<file path="config.mk">
export PLATFORM = sky130hd
export DESIGN_NAME = pipe_stage_chain
export DESIGN_NICKNAME = d
export VERILOG_FILES = /design/src/rtl/pipe_stage_chain.sv
export SDC_FILE = /design/constraint.sdc
export NUM_CORES = 1
export LEC_CHECK = 0
export CELL_PAD_IN_SITES_DETAIL_PLACEMENT = 0
export CELL_PAD_IN_SITES_GLOBAL_PLACEMENT = 2
export CORE_MARGIN = 2
export CORE_UTILIZATION = 40
export CTS_BUF_LIST = sky130_fd_sc_hd__clkbuf_4
export DETAILED_ROUTE_END_ITERATION = 10
export MAX_ROUTING_LAYER = met4
export PLACE_DENSITY = 0.81
export SKIP_LAST_GASP = 1
export SYNTH_ARGS = -nofsm -noshare
export SYNTH_HDL_FRONTEND = slang
export SYNTH_SLANG_ARGS = --single-unit
</file>
<file path="constraint.sdc">
create_clock -name clk -period 4.05 [get_ports clk]
set_input_delay 0.81 -clock clk [delete_from_list [all_inputs] [get_ports clk]]
set_output_delay 0.81 -clock clk [all_outputs]
set_load 0.02 [all_outputs]
</file>
<file path="src/rtl/pipe_stage_chain.sv">
// Elastic chain of STAGES valid/ready pipeline registers with per-stage flush,
// optional kill-younger propagation, bubble collapsing and a saturating drop counter.
module pipe_stage_chain #(
    parameter int unsigned DATA_W       = 64,
    parameter int unsigned STAGES       = 4,
    parameter bit          KILL_YOUNGER = 1'b0,
    parameter int unsigned CNT_W        = 16,
    localparam int unsigned OCC_W       = $clog2(STAGES + 1)
) (
    input  logic              clk,
    input  logic              rstn,
    input  logic              in_valid,
    output logic              in_ready,
    input  logic [DATA_W-1:0] in_data,
    output logic              out_valid,
    input  logic              out_ready,
    output logic [DATA_W-1:0] out_data,
    input  logic [STAGES-1:0] flush,
    output logic [STAGES-1:0] stage_valid,
    output logic [OCC_W-1:0]  occupancy,
    output logic [CNT_W-1:0]  drop_cnt
);

    localparam int unsigned SUM_W = CNT_W + OCC_W + 1;
    localparam logic [CNT_W-1:0] CNT_MAX = '1;

    logic [STAGES-1:0] v_q, v_d;
    logic [DATA_W-1:0] d_q [STAGES];
    logic [DATA_W-1:0] d_d [STAGES];
    logic [CNT_W-1:0]  drop_q, drop_d;

    logic [STAGES:0]   rdy_ext;
    logic [STAGES:0]   kill_ext;
    logic [STAGES-1:0] src_v;
    logic [DATA_W-1:0] src_d [STAGES];
    logic [STAGES-1:0] keep;
    logic [STAGES-1:0] dropped;
    logic [OCC_W-1:0]  ndrop;
    logic [OCC_W-1:0]  occ_cnt;
    logic [SUM_W-1:0]  drop_sum;

    always_comb begin
        rdy_ext  = '0;
        kill_ext = '0;
        // Walk from the output end so each stage sees its successor's ready/kill.
        rdy_ext[STAGES]  = out_ready;
        kill_ext[STAGES] = 1'b0;
        for (int unsigned j = 0; j < STAGES; j++) begin
            rdy_ext[STAGES-1-j]  = !v_q[STAGES-1-j] || rdy_ext[STAGES-j];
            kill_ext[STAGES-1-j] = flush[STAGES-1-j] || (KILL_YOUNGER && kill_ext[STAGES-j]);
        end

        src_v    = '0;
        src_v[0] = in_valid;
        src_d[0] = in_data;
        for (int unsigned i = 1; i < STAGES; i++) begin
            src_v[i] = v_q[i-1];
            src_d[i] = d_q[i-1];
        end

        keep    = '0;
        dropped = '0;
        v_d     = '0;
        ndrop   = '0;
        occ_cnt = '0;
        for (int unsigned i = 0; i < STAGES; i++) begin
            // keep = the beat that would occupy stage i after the edge, before any kill
            keep[i]    = rdy_ext[i] ? src_v[i] : v_q[i];
            dropped[i] = keep[i] && kill_ext[i];
            v_d[i]     = keep[i] && !kill_ext[i];
            d_d[i]     = (rdy_ext[i] && src_v[i]) ? src_d[i] : d_q[i];
            ndrop      = ndrop + OCC_W'(dropped[i]);
            occ_cnt    = occ_cnt + OCC_W'(v_q[i]);
        end

        drop_sum = SUM_W'(drop_q) + SUM_W'(ndrop);
        drop_d   = (drop_sum > SUM_W'(CNT_MAX)) ? CNT_MAX : drop_sum[CNT_W-1:0];
    end

    always_ff @(posedge clk or negedge rstn) begin
        if (!rstn) begin
            v_q    <= '0;
            drop_q <= '0;
            for (int unsigned i = 0; i < STAGES; i++) begin
                d_q[i] <= '0;
            end
        end else begin
            v_q    <= v_d;
            drop_q <= drop_d;
            d_q    <= d_d;
        end
    end

    assign in_ready    = rdy_ext[0];
    assign out_valid   = v_q[STAGES-1];
    assign out_data    = d_q[STAGES-1];
    assign stage_valid = v_q;
    assign occupancy   = occ_cnt;
    assign drop_cnt    = drop_q;

endmodule

</file>
* Word level (Yosys, flattened, before mapping)
Cells that the tools add are included.
** Word-level totals
- Flip-flop bits (word level) :: 276
- Input port bits :: 72
- Output and inout bits :: 89
- Word-level logic and storage cells :: 43
** Cells by class
- Add/sub/neg operators :: 7
- Magnitude comparators :: 1
- Mux-type cells :: 5
- Reductions and logical operators :: 24
** Operator list (count)
- 16-bit by 3-bit adder with 17-bit output :: 1
- 17-bit by 16-bit > comparator with 1-bit output (second input constant) :: 1
- 16-bit two-way mux :: 1
- 1-bit logical AND :: 12
- 1-bit zero test :: 8
- 2-bit by 1-bit adder with 3-bit output :: 2
- 3-bit by 1-bit adder with 3-bit output :: 2
- 1-bit by 1-bit adder with 2-bit output :: 2
- 1-bit logical OR :: 4
- 1-bit two-way mux :: 4

* Depth between registers and ports, before layout
Gate-level depths: netlist of run 1.
- Word-level depth :: 13
- Depth in mapped cells :: 12
- Gate-level depth less buffers :: 11

* Worst setup path before layout of run 1
No wires, ideal clock.
- Path kind :: in2reg
- Start point :: input port out_ready
- End point :: register drop_q[6], in the netlist drop_cnt[6]
- Library setup time :: 0.066 ns
- Data arrival time :: 3.456 ns
- Required time :: 3.984 ns
- Setup slack :: 0.529 ns
- Cell stages on the path :: 12
- Path buffers :: 1
- Cells stage by stage :: and4b_1 -> and2_4 -> o21ai_0 -> fa_1 -> fa_1 -> inv_1 -> fa_1 -> inv_1 -> nor4_4 -> nand3_2 -> buf_6 -> nand2_1
** Between the ends
- Cells in the longest elaborated chain, start to end :: 12
- Elaborated cells on any way between the ends :: 18
- Those cells by class :: add/sub (4); order compare (1); mux (5); reduce/logical (8)
** Ends and longest elaborated chain
- from (decl) :: RTL line 16 : input logic out_ready,
- 1-bit logical OR * :: RTL line 49 : rdy_ext[STAGES-1-j] = !v_q[STAGES-1-j] || rdy_ext[STAGES-j];
- 1-bit logical OR (3 in a row) :: RTL line 49
- 1-bit two-way mux :: RTL line 68 : keep[i] = rdy_ext[i] ? src_v[i] : v_q[i];
- 1-bit logical AND :: RTL line 69 : dropped[i] = keep[i] && kill_ext[i];
- 1-bit by 1-bit adder with 2-bit output :: RTL line 72 : ndrop = ndrop + OCC_W'(dropped[i]);
- 2-bit by 1-bit adder with 3-bit output :: RTL line 72
- 3-bit by 1-bit adder with 3-bit output * :: RTL line 72
- 16-bit by 3-bit adder with 17-bit output * :: RTL line 76 : drop_sum = SUM_W'(drop_q) + SUM_W'(ndrop);
- 17-bit by 16-bit > comparator with 1-bit output :: RTL line 77 : drop_d = (drop_sum > SUM_W'(CNT_MAX)) ? CNT_MAX : drop_sum[CNT_W-1:0];
- 16-bit two-way mux * :: RTL line 77
- net drop_d[6] :: RTL line 30 : logic [CNT_W-1:0] drop_q, drop_d;
- to (signal assigned) :: RTL line 89 : drop_q <= drop_d;
- to (decl) :: RTL line 30
Mark *: on every way through the listed nets, which the timed path passes. The rest lies on a longest branch.
A chain may end at the register's enable or synchronous reset.

* Worst setup path in the final report of run 1
- Start point :: register v_q[0], in the netlist stage_valid[0]
- End point :: output port occupancy[1]
** Between the ends
- Cells in the longest elaborated chain, start to end :: 3
** Ends and longest elaborated chain
- from (decl) :: RTL line 27 : logic [STAGES-1:0] v_q, v_d;
- from (signal assigned) :: RTL line 88 : v_q <= v_d;
- 1-bit by 1-bit adder with 2-bit output :: RTL line 73 : occ_cnt = occ_cnt + OCC_W'(v_q[i]);
- 2-bit by 1-bit adder with 3-bit output :: RTL line 73
- 3-bit by 1-bit adder with 3-bit output :: RTL line 73
- to (decl) :: RTL line 20 : output logic [OCC_W-1:0] occupancy,
Every way passes these cells.

==> results.tsv, run 1 <==
stage	metric	value	unit
drt	drtIter0Drc	232	
drt	wire_per_inst	16.4	µm
drt	vias_per_cell	4.67	
clock_tree	cts.clk_slew.worst_paths	0.06	ns
worst_setup_path	rrSetupSlack	0.58	ns
synth	ys.flop_type	dfrtp_1	
placed_design	dp_worst_setup_slack	-0.195	ns
drt	wl	21500	µm
hold_path	hp-class	input port to asynchronous set/reset pin	
power_and_ir_drop	ir_drop	0.000273	V
floorplan	ioPinCount	161	
power_and_ir_drop	power.density	610	mW/mm²
synth	synthesis.instances	717	
sta	worst_pin_slew	0.944	ns
worst_setup_path	cpLargestDelayFamily	adder cells	
worst_setup_path	slowest_stage	clkdlybuf4s50_1	
clock_tree	cts_setup_buffers	0	
synth	async_flop_share	100	%
floorplan	die_w	173	µm
synth	avgSynthCellArea	15.9	µm²
sta	setup_viol	0	
clock_tree	cts_max_level	3	
sta	rsz0062_at_grt	false	
clock_tree	cts_max_path_buffers	3	
sta	hold_viol_final	0	
floorplan	core_area	0.0279	mm²
sta	slew_headroom	37.1	%
sta	finalCritPeriodShare	90.1	%
placed_design	hpwl	13500	µm
clock_tree	cts_root_buf	clkbuf_4	
synth	ys_seq_area_share	60.4	%
finish	nNetsFinal	959	
grt	grt_pass1_vias	6894	
clock_tree	cts_resized	0	
worst_setup_path	critPathKind	flip-flop to output pin	
synth	synth_top_area_share	60.4	%
worst_setup_path	path_max_fanout	6	
worst_setup_path	cp.depth	6	
clock_tree	numCtsBuffers	77	
floorplan	die_h	173	µm
worst_setup_path	timing.critical_path.buf_inv	3	
worst_setup_path	crit_path_start	stage_valid[0]$_DFF_PN0_	
placed_design	dp_cells	1179	
worst_setup_path	cp_data_arrival_time	2.84	ns
worst_setup_path	max_stage_delay	0.60	ns
power_and_ir_drop	power_leakage	6.29	nW
synth	synth_edf_count	0	
grt	grt_pass1_wl	36100	µm
power_and_ir_drop	fin_total_pwr	8.50	mW
placed_design	port_buffers	160	
worst_setup_path	reg2reg_to	drop_cnt[14]$_DFF_PN0_	
synth	synth_nets	796	
synth	ys.warnings.count	0	
synth	synth.area.top_cells	dfrtp_1 (60%), mux2_2 (13%), mux2_4 (7.9%)	
worst_setup_path	timing.rr.start	stage_valid[2]$_DFF_PN0_	
clock_tree	hold_buffers	0	
drt	first_pass_iters	4	
worst_setup_path	crit_path_end_kind	output pin	
clock_tree	clkSinkCount	276	
worst_setup_path	worstPathCellList	inv_1 -> fa_1 -> inv_1 -> ha_1 -> ha_1 -> clkdlybuf4s50_1	
floorplan	initial_utilization	40.9	%
worst_setup_path	cp.required	3.24	ns
drt	vias	6127	
sta	finalWorstSetupSlack	0.399	ns
sta	finalClockSkew	0.0488	ns
synth	synth_seq_cells	276	
drt	drc	0	
finish	mostFrequentLayoutCells	dfrtp_1 (276), clkdlybuf4s50_1 (159), mux2_2 (137)	
sta	whs	0.231	ns
finish	mostFrequentLayoutCell	dfrtp_1	
grt	antenna_found_initial	1	
finish	area_delta_synth_final	22.0	%
grt	grt.total_usage	15.4	%
grt	grt_overflow_total	0	
clock_tree	cts_tree	built	
floorplan	design.die.area	0.0300	mm²
worst_setup_path	reg2reg_depth	12	
synth	syn-cell-area	0.0114	mm²
drt	final_antenna_net_count	0	
finish	fin_cells	1311	
clock_tree	clk_latency	0.65	ns
finish	num-fill-cells	2458	
run	cap_viol_max_count	0	
placed_design	gp_congestion	0.768	
grt	grt_max_degree	122	
worst_setup_path	endpoint	occupancy[1]	
synth	ys_types	38	
synth	synth_largest_area_cell	dfrtp_1	
worst_setup_path	cp-start-kind	flip-flop	
run_status	status	finished, final reports clean	
sta	period_minus_slack	3.65	ns
finish	drive_gt1_share	37.2	%
sta	fmax	274	MHz
sta	slew_violations	0	
floorplan	fp-row-count	61	
-- worst min-delay path by stage --
stage / startpoint / cells past startpoint / endpoint / slack (ns)
after floorplan: d_q[164]$_DFFE_PN0P_ / 1 / d_q[100]$_DFFE_PN0P_ / 0.45
after global placement: d_q[131]$_DFFE_PN0P_ / 1 / d_q[67]$_DFFE_PN0P_ / 0.46
after detailed placement: d_q[164]$_DFFE_PN0P_ / 1 / d_q[100]$_DFFE_PN0P_ / 0.47
after CTS: rstn / 1 / out_data[14]$_DFFE_PN0P_ / 0.24
after global routing: rstn / 1 / out_data[13]$_DFFE_PN0P_ / 0.27
final: rstn / 1 / out_data[14]$_DFFE_PN0P_ / 0.23
-- per-stage QoR --
stage / TNS [ns] / instance area [µm²] / utilization [%]
final: 0 / 13900 / 49.9
after global routing: 0 / 13900 / 49.9
after CTS: 0 / 13900 / 49.9
after detailed placement: -2.29 / 13000 / 46.4
after global placement: -1.41 / 13000 / 46.4
after floorplan: 0 / 11400 / -
-- Yosys cell counts (2+ instances only) --
cell type	count
nor2_1	8
and3_1	2
mux2_2	137
buf_2	6
nand2b_1	3
nor3_1	2
xor2_1	8
buf_4	68
buf_6	19
fa_1	4
nand3_1	2
mux2_1	60
inv_1	9
dfrtp_1	276
nand2_1	16
and4_1	2
mux2_4	60
o21ai_0	6
o211ai_1	2
xnor2_1	3
nor2b_1	3
nand4_1	3
ha_1	3
-- final cells by class --
cell class	count	area [µm²]	area share, %
Clock inverter	15	119	0.852
Inverter	10	40.0	0.287
Tap cell	378	473	3.39
Timing Repair Buffer	177	1780	12.8
Antenna cell	2	5.00	0.0359
Clock buffer	115	863	6.19
Multi-Input combinational cell	338	3760	26.9
Sequential cell	276	6910	49.5
-- worst register-to-register path, delay by kind of cell, from the launching register on --
kind	cells	cell delay, ns
adder cells (fa/ha/maj)	3	1.24
AND/OR/NAND/NOR	3	0.76
buffers and inverters	3	0.39
flip-flops	1	0.47
AO/OA/AOI/OAI	3	0.52
-- power breakdown --
group          leakage, nW  total, mW  internal, mW  switching [mW]
registers             3.32       3.90          3.48           0.414
logic                 2.39       2.09          1.18           0.908
clock network        0.587       2.52          1.42            1.10
total                 6.29       8.50          6.08            2.42
-- flip-flops by register name, indices dropped and copies added (netlist names) --
| signal | flops |
|---|---|
| drop_cnt | 16 |
| out_data | 64 |
| d_q | 192 |
| stage_valid | 4 |
-- routing by layer --
layer / routed length [µm] / vias to the layer above / global-route usage [%] / part of all wire (%)
li1: - / 2795 / - / -
met1: 9690 / 3113 / 19.5 / 45
met2: 10100 / 171 / 23.2 / 47
met3: 1190 / 48 / 4.49 / 5.5
met4: 540 / 0 / 6.32 / 2.5
met5: 0 / - / - / 0
-- kinds of logic after synthesis --
group	synth area share [%]
buf+inv	6.95
flops	60.4
compound gates	1.06
mux	27.3
fa+ha+maj	1.03
simple gates	2.44
xor+xnor	0.843
Note: power is estimated with default switching activity, not from simulation.
==> inputs of run 2 (changes only) <==
--- a/config.mk
+++ b/config.mk
@@ -7,6 +7,7 @@
 export LEC_CHECK = 0
 export CELL_PAD_IN_SITES_DETAIL_PLACEMENT = 0
 export CELL_PAD_IN_SITES_GLOBAL_PLACEMENT = 2
+export CORE_ASPECT_RATIO = 1.5
 export CORE_MARGIN = 2
 export CORE_UTILIZATION = 40
 export CTS_BUF_LIST = sky130_fd_sc_hd__clkbuf_4
==> run 2 against run 1 <==
  * First-iteration DRC count shrank 16%
  * Routed wire length fell by 1.8%
  * Via count decreased by 1.0%
  * Largest cell class unchanged
==> results.tsv, run 2 (synthesis gave the netlist of run 1 again) <==
stage	metric	value	unit
worst_setup_path	path_max_fanout	5	
sta	slew_headroom	46.1	%
placed_design	gp_congestion	0.725	
sta	fmax	275	MHz
clock_tree	cts_resized	0	
worst_setup_path	slowest_stage	clkdlybuf4s50_1	
clock_tree	clkSinkCount	276	
power_and_ir_drop	power_leakage	6.26	nW
grt	met1_usage	17.6	%
grt	grt_overflow_total	0	
drt	drtIter0Drc	195	
floorplan	initial_utilization	40.8	%
power_and_ir_drop	fin_total_pwr	8.43	mW
grt	busiest_layer	met2	
sta	worst_pin_slew	0.808	ns
finish	fin_cells	1272	
sta	finalClockSkew	0.0423	ns
placed_design	dp_worst_setup_slack	0.0394	ns
worst_setup_path	crit_path_end_kind	output pin	
sta	hold_viol_final	0	
drt	wl	21100	µm
worst_setup_path	timing.critical_path.buf_inv	3	
power_and_ir_drop	ir_drop	0.000310	V
worst_setup_path	cp_data_arrival_time	2.83	ns
drt	first_pass_iters	4	
clock_tree	cts_tree	built	
finish	regMostFlops	d_q	
sta	period_minus_slack	3.64	ns
clock_tree	cts_max_path_buffers	3	
worst_setup_path	max_stage_delay	0.61	ns
worst_setup_path	cpLargestDelayFamily	adder cells	
clock_tree	clk_latency	0.67	ns
floorplan	fp-row-count	75	
worst_setup_path	critPathKind	flip-flop to output pin	
finish	mostFrequentLayoutCell	dfrtp_1	
floorplan	die_w	142	µm
clock_tree	cts_root_buf	clkbuf_4	
placed_design	dp_cells	1151	
floorplan	core_area	0.0281	mm²
drt	wire_per_inst	16.6	µm
hold_path	hp-class	input port to asynchronous set/reset pin	
worst_setup_path	cp-start-kind	flip-flop	
grt	grt_use_met3	4.40	%
drt	vias	6065	
grt	grt.total_usage	15.3	%
clock_tree	cts_setup_buffers	0	
run	cap_viol_max_count	0	
sta	finalCritPeriodShare	89.9	%
finish	largest_reg_flops	192	
grt	antenna_found_initial	1	
sta	rsz0062_at_grt	false	
finish	nNetsFinal	955	
drt	vias_per_cell	4.77	
floorplan	die_h	211	µm
finish	drive_gt1_share	35.8	%
run_status	status	finished, final reports clean	
drt	final_antenna_net_count	0	
clock_tree	cts.clk_slew.worst_paths	0.07	ns
floorplan	design.die.area	0.0300	mm²
clock_tree	numCtsBuffers	69	
sta	finalWorstSetupSlack	0.407	ns
clock_tree	cts_max_level	3	
drt	drc	0	
grt	grt_pass1_vias	6717	
sta	tns	0	ns
grt	grt_max_degree	95	
grt	grtUsageMet2	25.3	%
grt	grt_pass1_wl	34800	µm
placed_design	hpwl	13000	µm
placed_design	port_buffers	160	
sta	slew_violations	0	
clock_tree	hold_buffers	0	
worst_setup_path	cp.required	3.24	ns
sta	setup_viol	0	
floorplan	ioPinCount	161	
finish	area_delta_synth_final	21.4	%
worst_setup_path	rrSetupSlack	0.82	ns
worst_setup_path	worstPathCellList	inv_1 -> fa_1 -> inv_1 -> ha_1 -> ha_1 -> clkdlybuf4s50_1	
power_and_ir_drop	power.density	607	mW/mm²
finish	mostFrequentLayoutCells	dfrtp_1 (276), clkdlybuf4s50_1 (159), mux2_2 (137)	
[run 2: per-layer routing]
| layer | vias to the layer above | wire [µm] |
|---|---|---|
| li1 | 2786 | - |
| met1 | 3087 | 8830 |
| met2 | 165 | 10800 |
| met3 | 27 | 1170 |
| met4 | 0 | 335 |
| met5 | - | 0 |
[run 2: final timing paths]
path                                           from                      to  cells past startpoint
hold / removal                                 rstn    d_q[216]$_DFFE_PN0P_                      1
max in group asynchronous                      rstn    d_q[103]$_DFFE_PN0P_                      2
setup reg to reg           stage_valid[2]$_DFF_PN0_  drop_cnt[14]$_DFF_PN0_                     13
setup / recovery           stage_valid[3]$_DFF_PN0_            occupancy[1]                      6
hold reg to reg                d_q[176]$_DFFE_PN0P_    d_q[112]$_DFFE_PN0P_                      1
min in group clk               d_q[176]$_DFFE_PN0P_    d_q[112]$_DFFE_PN0P_                      1
[run 2: through the flow]
stage | cell area, µm² | hold slack [ns] | util (%)
5_1_grt | 13900 | 0.152 | 49.5
6_report | 13900 | 0.143 | 49.5
3_3_place_gp | 12900 | 0.459 | 46.1
2_1_floorplan | 11400 | 0.452 | -
4_1_cts | 13900 | 0.131 | 49.4
3_5_place_dp | 12900 | 0.465 | 46.1
[run 2: where the power goes]
part	switching, mW	leakage (nW)	internal [mW]
Combinational	0.911	2.40	1.18
Sequential	0.386	3.32	3.48
Clock	1.09	0.540	1.38
[run 2: worst reg2reg max path, cell delays in order, from the launching register on]
cell     delay (ns)
dfrtp_1        0.47
and4b_1        0.26
and2_4         0.16
o21ai_0        0.14
buf_4          0.14
fa_1           0.43
fa_1           0.46
inv_1          0.08
fa_1           0.20
inv_1          0.09
nor4_4         0.31
buf_4          0.18
a31oi_1        0.08
a41oi_1        0.16
[run 2: cell type report]
cell class	instances	area, µm²
clock buffer	92	691
timing repair buffer	181	1800
fill	2462	14200
multi-input combinational	338	3760
tap	346	433
sequential	276	6910
inverter	10	40.0
clock inverter	28	246
antenna	1	2.50
==> inputs of run 3 (changes only) <==
--- a/config.mk
+++ b/config.mk
@@ -7,7 +7,6 @@
 export LEC_CHECK = 0
 export CELL_PAD_IN_SITES_DETAIL_PLACEMENT = 0
 export CELL_PAD_IN_SITES_GLOBAL_PLACEMENT = 2
-export CORE_ASPECT_RATIO = 1.5
 export CORE_MARGIN = 2
 export CORE_UTILIZATION = 40
 export CTS_BUF_LIST = sky130_fd_sc_hd__clkbuf_4
==> results of run 3 <==
No change in the layout: final DEF, timing and power equal those of run 1.
